<file path="config.mk">
export PLATFORM = sky130hd
export DESIGN_NAME = uart_tx_fifo
export DESIGN_NICKNAME = d
export VERILOG_FILES = /design/src/rtl/uart_tx_fifo.sv
export SDC_FILE = /design/constraint.sdc
export NUM_CORES = 1
export LEC_CHECK = 0
export CORE_ASPECT_RATIO = 1.4
export CORE_MARGIN = 2
export CORE_UTILIZATION = 45
export CTS_BUF_LIST = sky130_fd_sc_hd__clkbuf_2
export CTS_CLUSTER_SIZE = 14
export DETAILED_ROUTE_END_ITERATION = 8
export GPL_TIMING_DRIVEN = 0
export PLACE_DENSITY_LB_ADDON = 0.15
export SYNTH_ARGS = -nofsm -noshare
export SYNTH_HDL_FRONTEND = slang
export SYNTH_SLANG_ARGS = --single-unit
export TNS_END_PERCENT = 10
</file>
<file path="constraint.sdc">
create_clock -name clk -period 4.4 [get_ports clk]
set_input_delay 0.44 -clock clk [delete_from_list [all_inputs] [get_ports clk]]
set_output_delay 0.44 -clock clk [all_outputs]
set_load 0.005 [all_outputs]
</file>
<file path="src/rtl/uart_tx_fifo.sv">
// Buffered UART transmitter: a small write FIFO with a valid/ready handshake
// feeds a framing FSM. The FSM supports 5..9 data bits, none/even/odd parity
// and 1 or 2 stop bits, and it sends frames back to back with no idle gap
// while words are queued.
module uart_tx_fifo #(
  parameter int ClockFreqHz = 10000000,
  parameter int BaudRate    = 9600,
  parameter int DataBits    = 8,
  parameter int ParityMode  = 0,
  parameter int StopBits    = 1,
  parameter int FifoDepth   = 4
) (
  input  logic                         clk,
  input  logic                         rst_n,
  input  logic [DataBits-1:0]          wr_data,
  input  logic                         wr_valid,
  output logic                         wr_ready,
  output logic                         tx,
  output logic                         busy,
  output logic                         frame_done,
  output logic [$clog2(FifoDepth):0]   fifo_count
);

  localparam int BitCycles  = ClockFreqHz / BaudRate;
  localparam int StopCycles = StopBits * BitCycles;
  localparam int CntMax     = (2 * BitCycles > DataBits) ? 2 * BitCycles : DataBits;
  localparam int CntW       = $clog2(CntMax + 1);
  localparam int PtrW       = $clog2(FifoDepth);
  localparam int CountW     = PtrW + 1;

  localparam logic [CntW-1:0]   BitEnd   = CntW'(BitCycles - 1);
  localparam logic [CntW-1:0]   StopEnd  = CntW'(StopCycles - 1);
  localparam logic [CntW-1:0]   BitLast  = CntW'(DataBits - 1);
  localparam logic [CountW-1:0] DepthVal = CountW'(FifoDepth);

  // Reject configurations the framing logic cannot honour.
  if (BitCycles < 2) begin : g_bad_baud
    $error("uart_tx_fifo: ClockFreqHz/BaudRate must be at least 2");
  end
  if (DataBits < 5 || DataBits > 9) begin : g_bad_data
    $error("uart_tx_fifo: DataBits must be within 5..9");
  end
  if (ParityMode < 0 || ParityMode > 2) begin : g_bad_parity
    $error("uart_tx_fifo: ParityMode must be 0, 1 or 2");
  end
  if (StopBits < 1 || StopBits > 2) begin : g_bad_stop
    $error("uart_tx_fifo: StopBits must be 1 or 2");
  end
  if (FifoDepth < 2 || (FifoDepth & (FifoDepth - 1)) != 0) begin : g_bad_depth
    $error("uart_tx_fifo: FifoDepth must be a power of two >= 2");
  end

  typedef enum logic [2:0] {
    IDLE,
    START,
    DATA,
    PARITY,
    STOP
  } state_e;

  // Even parity is the XOR of the data bits; odd parity is its inverse.
  function automatic logic parity_bit(input logic [DataBits-1:0] d);
    return (ParityMode == 2) ? ~(^d) : (^d);
  endfunction

  logic [DataBits-1:0] mem_q [FifoDepth];
  logic [PtrW-1:0]     wptr_q, rptr_q;
  logic [CountW-1:0]   count_q, count_d;
  logic                wr_ready_q;

  state_e              state_q;
  logic [CntW-1:0]     cnt_q;
  logic [CntW-1:0]     bit_q;
  logic [DataBits-1:0] shift_q;
  logic                par_q;
  logic                tx_q, busy_q, done_q;

  logic push, pop, bit_end, stop_end;

  assign bit_end  = (cnt_q == BitEnd);
  assign stop_end = (cnt_q == StopEnd);
  assign push     = wr_valid && wr_ready_q;
  // The FSM takes a word when idle, or at the last stop cycle to chain frames.
  assign pop      = (count_q != '0) &&
                    ((state_q == IDLE) || (state_q == STOP && stop_end));

  // Occupancy after this edge; push and pop together cancel out.
  always_comb begin
    count_d = count_q;
    case ({push, pop})
      2'b10:   count_d = count_q + 1'b1;
      2'b01:   count_d = count_q - 1'b1;
      default: count_d = count_q;
    endcase
  end

  // FIFO storage is written only on an accepted push.
  always_ff @(posedge clk) begin
    if (push) mem_q[wptr_q] <= wr_data;
  end

  // FIFO pointers, occupancy and the registered ready flag.
  always_ff @(posedge clk or negedge rst_n) begin
    if (!rst_n) begin
      wptr_q     <= '0;
      rptr_q     <= '0;
      count_q    <= '0;
      wr_ready_q <= 1'b0;
    end else begin
      if (push) wptr_q <= wptr_q + 1'b1;
      if (pop)  rptr_q <= rptr_q + 1'b1;
      count_q    <= count_d;
      wr_ready_q <= (count_d < DepthVal);
    end
  end

  // Shift register and parity are loaded with the head word on every pop.
  always_ff @(posedge clk) begin
    if (pop) begin
      shift_q <= mem_q[rptr_q];
      par_q   <= parity_bit(mem_q[rptr_q]);
    end else if (state_q == DATA && bit_end) begin
      shift_q <= shift_q >> 1;
    end
  end

  // Framing FSM with registered line, busy and completion outputs.
  always_ff @(posedge clk or negedge rst_n) begin
    if (!rst_n) begin
      state_q <= IDLE;
      cnt_q   <= '0;
      bit_q   <= '0;
      tx_q    <= 1'b1;
      busy_q  <= 1'b0;
      done_q  <= 1'b0;
    end else begin
      done_q <= 1'b0;
      case (state_q)
        IDLE: begin
          cnt_q  <= '0;
          bit_q  <= '0;
          tx_q   <= 1'b1;
          busy_q <= 1'b0;
          if (count_q != '0) begin
            state_q <= START;
            tx_q    <= 1'b0;
            busy_q  <= 1'b1;
          end
        end
        START: begin
          if (bit_end) begin
            cnt_q   <= '0;
            bit_q   <= '0;
            tx_q    <= shift_q[0];
            state_q <= DATA;
          end else begin
            cnt_q <= cnt_q + 1'b1;
          end
        end
        DATA: begin
          if (bit_end) begin
            cnt_q <= '0;
            if (bit_q == BitLast) begin
              if (ParityMode != 0) begin
                state_q <= PARITY;
                tx_q    <= par_q;
              end else begin
                state_q <= STOP;
                tx_q    <= 1'b1;
              end
            end else begin
              bit_q <= bit_q + 1'b1;
              tx_q  <= shift_q[1];
            end
          end else begin
            cnt_q <= cnt_q + 1'b1;
          end
        end
        PARITY: begin
          if (bit_end) begin
            cnt_q   <= '0;
            state_q <= STOP;
            tx_q    <= 1'b1;
          end else begin
            cnt_q <= cnt_q + 1'b1;
          end
        end
        STOP: begin
          if (stop_end) begin
            cnt_q  <= '0;
            done_q <= 1'b1;
            if (count_q != '0) begin
              state_q <= START;
              tx_q    <= 1'b0;
            end else begin
              state_q <= IDLE;
              busy_q  <= 1'b0;
            end
          end else begin
            cnt_q <= cnt_q + 1'b1;
          end
        end
        default: begin
          state_q <= IDLE;
          cnt_q   <= '0;
          bit_q   <= '0;
          tx_q    <= 1'b1;
          busy_q  <= 1'b0;
        end
      endcase
    end
  end

  assign wr_ready   = wr_ready_q;
  assign tx         = tx_q;
  assign busy       = busy_q;
  assign frame_done = done_q;
  assign fifo_count = count_q;

endmodule

</file>
==> out/summary.txt <==
crit-path cells: or4b_4 -> or3_4 -> buf_2 -> o21ai_0
crit-path max FO: 10
1st-iter DRT viols: 87
design internal power: 1.34 mW
status: finished, final reports clean
final instance area: 4000 µm²
most frequent cells in the layout: 40 x edfxtp_1, 37 x dfrtp_1, 27 x nor2_1, 23 x nand2_1, 22 x o21ai_0
ys async rst share: 0.487
pin count of the biggest net entering global routing: 39
Global Route Usage Sum: 0.163
via count: 2208
routed wire length: 6110 µm
crit path kind: flip-flop to flip-flop
Post-layout nets: 327
unrepaired setup endpoints after global routing: false
Core Util, Final: 0.517
CTS sink count: 78
final setup violation count: 0
Critical Path AT: 3.08 ns
initial antenna violation count: 0
Syn Std Cell Area: 3600 µm²
clock skew: 0.0316 ns
via/cell ratio: 5.36
Critical-path top delay cell: o21ai_0
Syn-to-layout area delta: 11.3%
ANT nets after route: 0
HPWL after detailed placement: 4330 µm
complex-gate fraction of the synthesized area: 0.0685
vias in the first global route: 2276
row count: 38
CTS tree: yes
core area: 7750 µm²
synth warn: 0
layout cell share with drive strength beyond 1: 0.157
H-tree depth: 3
EDFF count, synth: 40
type of the tightest min-delay check: flip-flop to flip-flop
DP Area: 3890 µm²
simple-gate share of the synthesized area: 0.146
CP startpoint kind: flip-flop
post-synthesis mux area share: 0.0873
Rel. slew slack: 0.257
Sw Ratio: 0.306
setup TNS after final layout: 0 ns
Worst EP required: 4.57 ns
CP top delay family: simple AND/OR/NAND/NOR gates
die area: 8740 µm²
number of gates resized after cts: 0
Comb pwr share: 0.291
Root Driver: clkbuf_2
Yosys cell types: 52
Static Leakage: 1.55 nW
Post-Synth XOR/XNOR Area: 0.0459
die height: 110 µm
# IOs: 18
register share of total power: 0.518
DRT Pass-1 Iters: 4
critical path buffer and inverter count: 1
fin crit period: 2.91 ns
Setup crit end kind: flip-flop
wire per inst: 14.8 µm
Mapped Nets: 298
CTS max path bufs: 2
Slew @ Worst Pin: 1.10 ns
# DRC: 0
clock latency on the worst-skew pair: 0.53 ns
Worst R2R Setup Slack: 1.49 ns
switching pwr: 592 µW
first-pass GRT wire length: 10800 µm
maximum clock rate: 0.343 GHz
fin crit share: 0.662
Power Density: 483 nW/µm²
slowest cell delay on critical path: 0.88 ns
CTS Hold Buffers Added: 1
Main synth FF type: edfxtp_1
RD Place Congestion: 0.819
Post-Syn Instances: 278
endpoints failing hold: 0
worst hold slack: 0.508 ns
input/output buffers: 17
fill count: 677
Overflow after GRT: 0
maximum vdd drop: 0.265 mV
fin. max-slew vios: 0
largest family of logic cells by synthesized area: simple AND/OR/NAND/NOR gates
commonest non-fill, non-tap cell in the layout: edfxtp_1
sequential area share after synthesis: 0.598
# diodes: 0
Die Span X: 79.6 µm
mean area per synthesized cell: 12.9 µm²
Initial Util: 0.464
max-cap viol count: 0
register bit count reported by yosys: 78
clock network power share: 0.191
TritonCTS buffer count: 9
Post-Synth Adder-Cell Area: 0.0334
Reg clk slew, reported paths: 0.21 ns
Setup Buffers After CTS: 0
==> power by group through the flow <==
| stage | clock network (mW) | logic, mW | registers (mW) |
|---|---|---|---|
| after floorplan | 0 | 0.415 | 0.999 |
| after global placement | 0 | 0.565 | 1.02 |
| after detailed placement | 0 | 0.574 | 1.02 |
| after CTS | 0.384 | 0.579 | 1.00 |
| after global routing | 0.411 | 0.633 | 1.02 |
| final | 0.370 | 0.562 | 1.00 |
==> cell type report <==
cell class                      count  area (µm²)  share of cell area
Timing Repair Buffer               18         175              0.0438
Sequential cell                    78        2150               0.538
Clock buffer                       11        55.1              0.0137
Buffer                             10        42.5              0.0106
Multi-Input combinational cell    183        1370               0.343
Inverter                            7        31.3             0.00781
Clock inverter                      5        50.0              0.0125
Tap cell                          100         125              0.0313
==> Yosys cell counts, types with 2 or more instances <==
library cell / n / area [µm²]
nor4b_2: 2 / 30.0
nor3b_1: 3 / 22.5
xor2_1: 8 / 70.1
nor3_1: 4 / 20.0
o21ai_0: 22 / 110
inv_1: 6 / 22.5
a31oi_1: 3 / 18.8
nand3_1: 10 / 50.1
mux2_4: 6 / 90.1
o22ai_1: 2 / 12.5
and3_1: 6 / 37.5
buf_2: 4 / 20.0
nor2_1: 27 / 101
xnor2_1: 9 / 78.8
mux4_2: 8 / 180
a21oi_1: 3 / 15.0
dfrtp_1: 37 / 926
nand2_1: 23 / 86.3
nand4_1: 6 / 37.5
ha_1: 8 / 100
nand3b_1: 2 / 15.0
mux2_2: 3 / 33.8
nor4_1: 3 / 18.8
edfxtp_1: 40 / 1200
clkbuf_1: 5 / 18.8
and2_1: 2 / 12.5
==> flip-flops by register name, indices dropped and copies added, names as in the netlist, named ones only <==
name	flops
mem_q	32
bit_q	12
cnt_q	12
shift_q	8
state_q	3
fifo_count	2
rptr_q	2
wptr_q	2
busy	1
frame_done	1
tx	1
wr_ready	1
==> metal layers <==
layer / global-route usage / up-vias / wire length, µm / share of wire
met5: 0 / - / 0 / 0
met4: 0.0961 / 0 / 172 / 0.028
met3: 0.0279 / 12 / 135 / 0.022
met2: 0.285 / 28 / 3210 / 0.53
met1: 0.186 / 1085 / 2590 / 0.42
li1: - / 1083 / - / -
==> worst paths after layout <==
check                                         to                  start  depth (start not counted)
setup / recovery            shift_q[4]$_DFFE_PP_     cnt_q[8]$_DFF_PN0_                          4
hold / removal             bit_q[11]$_DFFE_PN0P_  bit_q[11]$_DFFE_PN0P_                          1
setup reg to reg            shift_q[4]$_DFFE_PP_     cnt_q[8]$_DFF_PN0_                          4
hold reg to reg            bit_q[11]$_DFFE_PN0P_  bit_q[11]$_DFFE_PN0P_                          1
max in group asynchronous  wptr_q[1]$_DFFE_PN0P_                  rst_n                          2
min in group asynchronous   bit_q[5]$_DFFE_PN0P_                  rst_n                          2
==> through the flow <==
stage | total power [mW] | worst slack (ns) | std cells
finish | 1.93 | 1.49 | 412
CTS | 1.97 | 1.42 | 412
global route | 2.07 | 1.32 | 412
detailed placement | 1.59 | 1.49 | 395
floorplan | 1.41 | 1.72 | 278
global placement | 1.58 | 1.45 | 395
==> logic make-up (layout without fill, tap and decap cells) <==
logic type      Yosys count  after routing
fa+ha+maj                 9              9
buf+inv                  17             51
flops                    78             78
xor+xnor                 18             18
simple gates             99             99
mux                      18             18
compound gates           39             39
(Power assumes the default switching activity.)
